### src/rtl/prefetch_fetcher_if.sv
// rtl/prefetch_fetcher_if.sv - memory port bundle between the prefetch fetcher and instruction memory
//
// One read-only request channel: the fetcher raises mem_ready with mem_addr
// and holds both until the memory answers with mem_valid/mem_rdata.

interface prefetch_fetcher_if;
  logic        mem_ready;
  logic        mem_instr;
  logic [31:0] mem_addr;
  logic [3:0]  mem_wstrb;
  logic        mem_valid;
  logic [31:0] mem_rdata;

  modport master (
    output mem_ready,
    output mem_instr,
    output mem_addr,
    output mem_wstrb,
    input  mem_valid,
    input  mem_rdata
  );

  modport slave (
    input  mem_ready,
    input  mem_instr,
    input  mem_addr,
    input  mem_wstrb,
    output mem_valid,
    output mem_rdata
  );
endinterface

### src/rtl/prefetch_fetcher.sv
// rtl/prefetch_fetcher.sv - prefetching instruction fetch unit with a DEPTH-entry queue
//
// Runs ahead of the decoder with one outstanding memory read at a time.
// A queue slot is reserved when a read is issued, so the queue cannot
// overflow. A redirect flushes the queue; a read that is still on the bus
// when the redirect arrives is left to finish and its data is thrown away.

module prefetch_fetcher #(
  parameter int          DEPTH    = 4,
  parameter logic [31:0] RESET_PC = 32'h0000_0000
) (
  input  logic                 clk,
  input  logic                 reset,
  input  logic                 redirect,
  input  logic [31:0]          redirect_pc,
  input  logic                 decoder_ready,
  output logic                 fetcher_valid,
  output logic [31:0]          instr,
  output logic [31:0]          fetcher_pc,
  prefetch_fetcher_if.master   mem
);

  localparam int             CW      = $clog2(DEPTH + 1);
  localparam int             PW      = $clog2(DEPTH);
  localparam logic [CW-1:0]  DEPTH_C = CW'(DEPTH);

  // IDLE: no read on the bus. FETCH: read whose data will be queued.
  // DROP: read still on the bus after a redirect; its data is discarded.
  typedef enum logic [1:0] {
    BUS_IDLE  = 2'd0,
    BUS_FETCH = 2'd1,
    BUS_DROP  = 2'd2
  } bus_state_t;

  bus_state_t         state;
  bus_state_t         state_next;

  logic [CW-1:0]      count;
  logic [PW-1:0]      rd_ptr;
  logic [PW-1:0]      wr_ptr;
  logic [31:0]        fetch_pc;
  logic [31:0]        addr_q;

  logic [31:0]        fifo_instr [DEPTH];
  logic [31:0]        fifo_pc    [DEPTH];

  logic               complete;
  logic               issue;
  logic               enq;
  logic               deq;

  // Bus state register
  always_ff @(posedge clk) begin
    if (reset) begin
      state <= BUS_IDLE;
    end else begin
      state <= state_next;
    end
  end

  // Bus next-state plus issue/enqueue/dequeue decode for this cycle
  always_comb begin
    state_next = state;
    issue      = 1'b0;
    enq        = 1'b0;
    complete   = (state != BUS_IDLE) && mem.mem_valid;
    deq        = fetcher_valid && decoder_ready && !redirect;
    case (state)
      BUS_IDLE: begin
        if (!redirect && (count < DEPTH_C)) begin
          issue      = 1'b1;
          state_next = BUS_FETCH;
        end
      end
      BUS_FETCH: begin
        if (complete) begin
          enq        = !redirect;
          state_next = BUS_IDLE;
        end else if (redirect) begin
          state_next = BUS_DROP;
        end
      end
      BUS_DROP: begin
        if (complete) begin
          state_next = BUS_IDLE;
        end
      end
      default: begin
        state_next = BUS_IDLE;
      end
    endcase
  end

  // Queue occupancy, pointers, fetch PC and the held request address
  always_ff @(posedge clk) begin
    if (reset) begin
      count    <= '0;
      rd_ptr   <= '0;
      wr_ptr   <= '0;
      fetch_pc <= RESET_PC;
      addr_q   <= '0;
    end else if (redirect) begin
      count    <= '0;
      rd_ptr   <= '0;
      wr_ptr   <= '0;
      fetch_pc <= redirect_pc & 32'hFFFF_FFFC;
    end else begin
      if (issue) begin
        addr_q <= fetch_pc;
      end
      if (enq) begin
        wr_ptr   <= wr_ptr + 1'b1;
        fetch_pc <= fetch_pc + 32'd4;
      end
      if (deq) begin
        rd_ptr <= rd_ptr + 1'b1;
      end
      case ({enq, deq})
        2'b10:   count <= count + 1'b1;
        2'b01:   count <= count - 1'b1;
        default: count <= count;
      endcase
    end
  end

  // Queue storage; entries are only read while counted as valid
  always_ff @(posedge clk) begin
    if (enq && !reset) begin
      fifo_instr[wr_ptr] <= mem.mem_rdata;
      fifo_pc[wr_ptr]    <= addr_q;
    end
  end

  assign fetcher_valid = (count != '0);
  assign instr         = fetcher_valid ? fifo_instr[rd_ptr] : 32'h0;
  assign fetcher_pc    = fetcher_valid ? fifo_pc[rd_ptr]    : 32'h0;

  assign mem.mem_ready = (state != BUS_IDLE);
  assign mem.mem_instr = (state != BUS_IDLE);
  assign mem.mem_addr  = addr_q;
  assign mem.mem_wstrb = 4'b0000;

endmodule

### src/flat_wrapper.sv
// flat-port wrapper written by rule: the top's interface ports become plain ports
module prefetch_fetcher_flat 
#(
  parameter int          DEPTH    = 4,
  parameter logic [31:0] RESET_PC = 32'h0000_0000
)
  (clk, reset, redirect, redirect_pc, decoder_ready, fetcher_valid, instr, fetcher_pc, mem_mem_ready, mem_mem_instr, mem_mem_addr, mem_mem_wstrb, mem_mem_valid, mem_mem_rdata);
  prefetch_fetcher_if mem_i ();
  input  logic clk;
  input  logic reset;
  input  logic redirect;
  input  logic [31:0] redirect_pc;
  input  logic decoder_ready;
  output logic fetcher_valid;
  output logic [31:0] instr;
  output logic [31:0] fetcher_pc;
  output wire logic [$bits(mem_i.mem_ready)-1:0] mem_mem_ready;
  output wire logic [$bits(mem_i.mem_instr)-1:0] mem_mem_instr;
  output wire logic [$bits(mem_i.mem_addr)-1:0] mem_mem_addr;
  output wire logic [$bits(mem_i.mem_wstrb)-1:0] mem_mem_wstrb;
  input wire logic [$bits(mem_i.mem_valid)-1:0] mem_mem_valid;
  input wire logic [$bits(mem_i.mem_rdata)-1:0] mem_mem_rdata;
  assign mem_mem_ready = mem_i.mem_ready;
  assign mem_mem_instr = mem_i.mem_instr;
  assign mem_mem_addr = mem_i.mem_addr;
  assign mem_mem_wstrb = mem_i.mem_wstrb;
  assign mem_i.mem_valid = mem_mem_valid;
  assign mem_i.mem_rdata = mem_mem_rdata;
  prefetch_fetcher #(.DEPTH(DEPTH), .RESET_PC(RESET_PC)) u_core (.clk(clk), .reset(reset), .redirect(redirect), .redirect_pc(redirect_pc), .decoder_ready(decoder_ready), .fetcher_valid(fetcher_valid), .instr(instr), .fetcher_pc(fetcher_pc), .mem(mem_i));
endmodule
### config.mk
export PLATFORM = sky130hd
export DESIGN_NAME = prefetch_fetcher_flat
export DESIGN_NICKNAME = d
export VERILOG_FILES = /design/src/rtl/prefetch_fetcher_if.sv /design/src/rtl/prefetch_fetcher.sv /design/src/flat_wrapper.sv
export SDC_FILE = /design/constraint.sdc
export NUM_CORES = 1
export LEC_CHECK = 0
export CAP_MARGIN = 15
export CORE_MARGIN = 2
export CORE_UTILIZATION = 44
export CTS_CLUSTER_DIAMETER = 40
export DETAILED_ROUTE_END_ITERATION = 7
export HOLD_SLACK_MARGIN = 0.06
export PLACE_DENSITY = 0.66
export SYNTH_ARGS = -nofsm -noshare
export SYNTH_HDL_FRONTEND = slang
export SYNTH_SLANG_ARGS = --single-unit
### constraint.sdc
create_clock -name clk -period 6.1 [get_ports clk]
set_input_delay 0.915 -clock clk [delete_from_list [all_inputs] [get_ports clk]]
set_output_delay 0.915 -clock clk [all_outputs]
set_load 0.01 [all_outputs]
## Yosys cells after proc, flatten, opt, wreduce, memory -nomap -nowiden

Memories as Yosys holds them, arrays and structs flattened. A register that Yosys moved wholly into a read port is not among the register bits.
Index checks and enable logic that the tools add are counted.

| operators by class | value |
|---|---|
| add/subtract/negate cells | 5 |
| $lt $le $gt $ge | 1 |
| equal/unequal tests | 7 |
| multiplexer cells | 20 |
| bitwise logic cells | 1 |
| reduce and logical (&&, ||, !) cells | 15 |

Operators by type and width:

| kind | number |
|---|---|
| $mux 32 | 4 |
| $add 32x3->32 const B | 1 |
| $mux 2 | 8 |
| $mux 1 | 6 |
| $pmux 2 s3 | 1 |
| $pmux 3 s2 | 1 |
| $reduce_bool 2->1 | 3 |
| $logic_and 1x1->1 | 5 |
| $add 2x1->2 const B | 2 |
| $eq 2x1->1 const B | 2 |
| $eq 2x2->1 const B | 2 |
| $ne 2x1->1 const B | 2 |
| $add 3x1->3 const B | 1 |
| $lt 3x3->1 const B | 1 |
| $ne 3x2->1 const B | 1 |
| $reduce_and 3->1 | 1 |
| $reduce_bool 3->1 | 1 |
| $sub 3x1->3 const B | 1 |
| $logic_not 1->1 | 2 |
| $logic_not 2->1 | 1 |
| $reduce_and 2->1 | 1 |
| $reduce_or 2->1 | 1 |
| $not 1->1 | 1 |

| storage, ports and cells | value |
|---|---|
| register bits after elaboration | 73 |
| bits in writable memories | 256 |
| logic and storage cells | 58 |
| memories kept | 2 |

Memory list:

| memory | depth | bits a word | read ports | clocked after Yosys merged registers in | write ports | line | source |
|---|---|---|---|---|---|---|---|
| u_core.fifo_instr | 4 | 32 | 1 | 1 | 1 | prefetch_fetcher.sv:44 | `logic [31:0] fifo_instr [DEPTH];` |
| u_core.fifo_pc | 4 | 32 | 1 | 1 | 1 | prefetch_fetcher.sv:45 | `logic [31:0] fifo_pc [DEPTH];` |

## Longest topological paths before layout

| logic depth | value |
|---|---|
| depth in word-level cells | 7 |
| mapped depth | 10 |

## Worst setup path after synthesis

Ideal clock, no wire load.

| timing path | value |
|---|---|
| path type | input to register |
| start point | input port mem_mem_valid |
| end point | memory u_core.fifo_instr[0][0] (enable) |
| setup time | 427 ps |
| arrival time | 3,175 ps |
| required time | 5,673 ps |
| setup slack | 2,499 ps |
| stages on the path | 4 |
| path buffers | 2 |
| cells stage by stage | and3b_1 clkbuf_1 clkbuf_1 and3_1 |

| on the way | value |
|---|---|
| cells in the longest elaborated chain, start to end | 6 |

Ends and longest elaborated chain:

| item | line | source |
|---|---|---|
| start: declaration | flat_wrapper.sv:21 | `input wire logic [$bits(mem_i.mem_valid)-1:0] mem_mem_valid;` |
| $logic_and 1x1->1 | prefetch_fetcher.sv:66 | `complete = (state != BUS_IDLE) && mem.mem_valid;` |
| $mux 1 | prefetch_fetcher.sv:76 | `if (complete) begin` |
| $mux 1 | prefetch_fetcher.sv:68 | `case (state)` |
| $logic_and 1x1->1 | prefetch_fetcher.sv:128 | `if (enq && !reset) begin` |
| $mux 1 | prefetch_fetcher.sv:128 |  |
| $mux 1 (not written as such) | prefetch_fetcher.sv:129 | `fifo_instr[wr_ptr] <= mem.mem_rdata;` |
| end: declaration | prefetch_fetcher.sv:44 |  |

No other way between the ends.

==> reports/metrics.cfg <==
[run_status]
run_status = finished, final reports clean

[critical_path]
crit_family = flip-flops
worstSetupPathType = register to output port
timing.rr.start = u_core.count[2]
path_cells = buf_4 > mux4_2 > and2_1 > clkdlybuf4s50_1
startpoint_type = register
crit_arrival_ns = 3.25
crit_end = fetcher_pc[18]
cp_max_fo = 44
reg2reg_depth = 9
endpoint_kind = output port
reg2reg_slack_ns = 3.41
crit_required_ns = 5.18
path_depth = 4
critical_path.max_stage_delay_ns = 1.00
reg2reg_to = u_core.count[2]
path_buf_inv = 2
critPathSlowestCell = dfxtp_4

[timing]
whs_ns = 0.493
fmax_mhz = 240
post-route-min-period_ns = 4.16
fin_crit_sh = 0.683
hold_viol_final = 0
setup_viol = 0
finalSetupTns_ns = 0
final_max_slew_viol_count = 0
max_slew_margin = 0.294
worst-slew-pin-transition_ns = 1.06
finClkSkew_ns = 0.0120
rsz0062_at_grt = no

[yosys]
synth-seq-cells = 319
seq_area_frac_synth = 0.687
synth.distinct_cells = 60
synthTopCellsByArea = edfxtp_1 58%, dfxtp_1 11%, mux4_2 11%
synth_edf_count = 248
yosysWarnings = 0
synthArstFlopShare = 0
synthCells = 845
synth_area_per_cell_um2 = 15.3
synth_ff_type = edfxtp_1
synthesis.area_mm2 = 0.0129
synth.largest_area_cell = edfxtp_1
synth_top_area_share = 0.577

[floorplan]
fp.dieArea_mm2 = 0.0307
die_height_um = 175
rows = 62
boundaryPins = 172
initial_core_util = 0.449
die-width_um = 175
core_mm2 = 0.0288

[drt]
dr.pass1.iters = 5
vias = 7720
drc_errors = 0
wl_per_cell_um = 19.6
drtAntennaViolNets = 0
vias_per_cell = 5.41
drtIter0Drc = 641
postRouteWirelength_um = 28000

[grt]
grt_max_degree = 66
grt_pass1_wl_um = 43300
grtUsageTotal = 0.182
antenna_found_initial = 0
grt_pass1_vias = 7689
gr-total-overflow = 0

[power]
power_frac_seq = 0.479
p_int_w = 0.00396
switching_power_w = 0.00106
power_switching_share = 0.211
leakage_nw = 5.12
peakVddDrop_mv = 0.193
pwr-share-clk = 0.484
p_comb_frac = 0.037
powerDensity_mw_per_mm2 = 308

[placement]
port_buffers = 161
place_hpwl_um = 16200
place_inst = 1348
finalWeightedCongestion = 0.799
placed_area_mm2 = 0.0149

[final_layout]
nets = 1085
multi_input_area_mm2 = 0.00379
antenna_cells = 0
area_delta_synth_final_pct = 26.1
final_cells = 1426
seq_area_mm2 = 0.00888
drive_above_1_share = 0.151
final_util = 0.566
final_area_mm2 = 0.0163
layout_commonest_cell = edfxtp_1
layout_common_cells = 248 x edfxtp_1, 160 x clkdlybuf4s50_1, 82 x nand2_1
fillers = 2305

[cts]
h-tree-depth = 2
postCtsSetupBuffers = 0
clk_latency_ns = 0.52
cts_buffers = 43
path_clk_slew_ns = 0.06
cts_tree = done
clkSinkCount = 319
ctsResizeCount = 0
cts_hold_buffers = 0
cts-root-buf = clkbuf_16
cts_buffer_depth = 3

[flow_run]
drv_cap = 0

[min_path]
hold_class = register to register

## cells in the mapped netlist (3+ instances only)
cell	instances
nor2_1	32
nand2_1	82
buf_2	8
or3_1	7
nor4_1	13
o31ai_1	4
inv_1	10
and2_1	65
o21ai_0	5
edfxtp_1	248
nand3b_1	3
dfxtp_1	71
a31oi_1	5
a311oi_1	6
nand3_1	17
o211ai_1	4
ha_1	6
nor2b_1	3
and3_1	8
nor3_1	10
xnor2_1	9
o21bai_1	3
or4_1	7
mux4_2	62
buf_1	6
clkbuf_1	35
nand4_1	12
and4_1	3
a21oi_1	39
a211oi_1	13
buf_4	9
xor2_1	6
## layout make-up
type,instances,area share
flip-flops and latches,319,0.545
multi-input cells,464,0.233
repair buffers,170,0.103
clock buffers,53,0.0716
well taps,384,0.0295
clock inverters,25,0.0154
inverters,11,0.00254
## power by group through the flow
stage / registers (W) / clock network, W / logic [W]
after CTS: 0.00240 / 0.00248 / 0.000186
after detailed placement: 0.00245 / 0 / 0.000185
after global placement: 0.00245 / 0 / 0.000183
final: 0.00240 / 0.00243 / 0.000184
after global routing: 0.00241 / 0.00256 / 0.000201
after floorplan: 0.00244 / 0 / 0.0000864
## cells by family after synthesis
kind of cell | share of synthesized area
flops | 0.687
simple gates | 0.116
compound gates | 0.0456
buf+inv | 0.0235
mux | 0.110
xor+xnor | 0.0102
fa+ha+maj | 0.00737
other cells | 0.000290
## worst min path at each step
stage	start	to	slack, ns	cells past startpoint
floorplan	u_core.state[1]	u_core.state[0]	0.45	1
global placement	u_core.state[1]	u_core.state[0]	0.47	1
detailed placement	u_core.state[1]	u_core.state[0]	0.48	1
CTS	u_core.state[1]	u_core.state[0]	0.49	1
global route	u_core.fetch_pc[8]	u_core.mem.mem_addr[8]	0.52	2
finish	u_core.state[1]	u_core.state[0]	0.49	1
## layer usage
layer,global-route usage,share of wire,vias up
met5,0,0,-
met4,0.0587,0.029,0
met3,0.0327,0.053,55
met2,0.297,0.48,235
met1,0.248,0.44,3847
li1,-,-,3583
## state kept, by name, summed over array words and instances (netlist names), named ones only
signal / count
u_core.rd_ptr: 2
u_core.mem.mem_addr: 30
u_core.state: 2
u_core.count: 3
u_core.wr_ptr: 2
u_core.fifo_pc: 120
u_core.fetch_pc: 30
u_core.fifo_instr: 128
## through the flow
stage / setup slack, ns / total power, W
floorplan: 2.50 / 0.00252
global placement: 2.32 / 0.00263
detailed placement: 2.34 / 0.00263
CTS: 1.80 / 0.00507
global route: 1.66 / 0.00517
finish: 1.94 / 0.00502
Power figures use the tool's default switching activity.
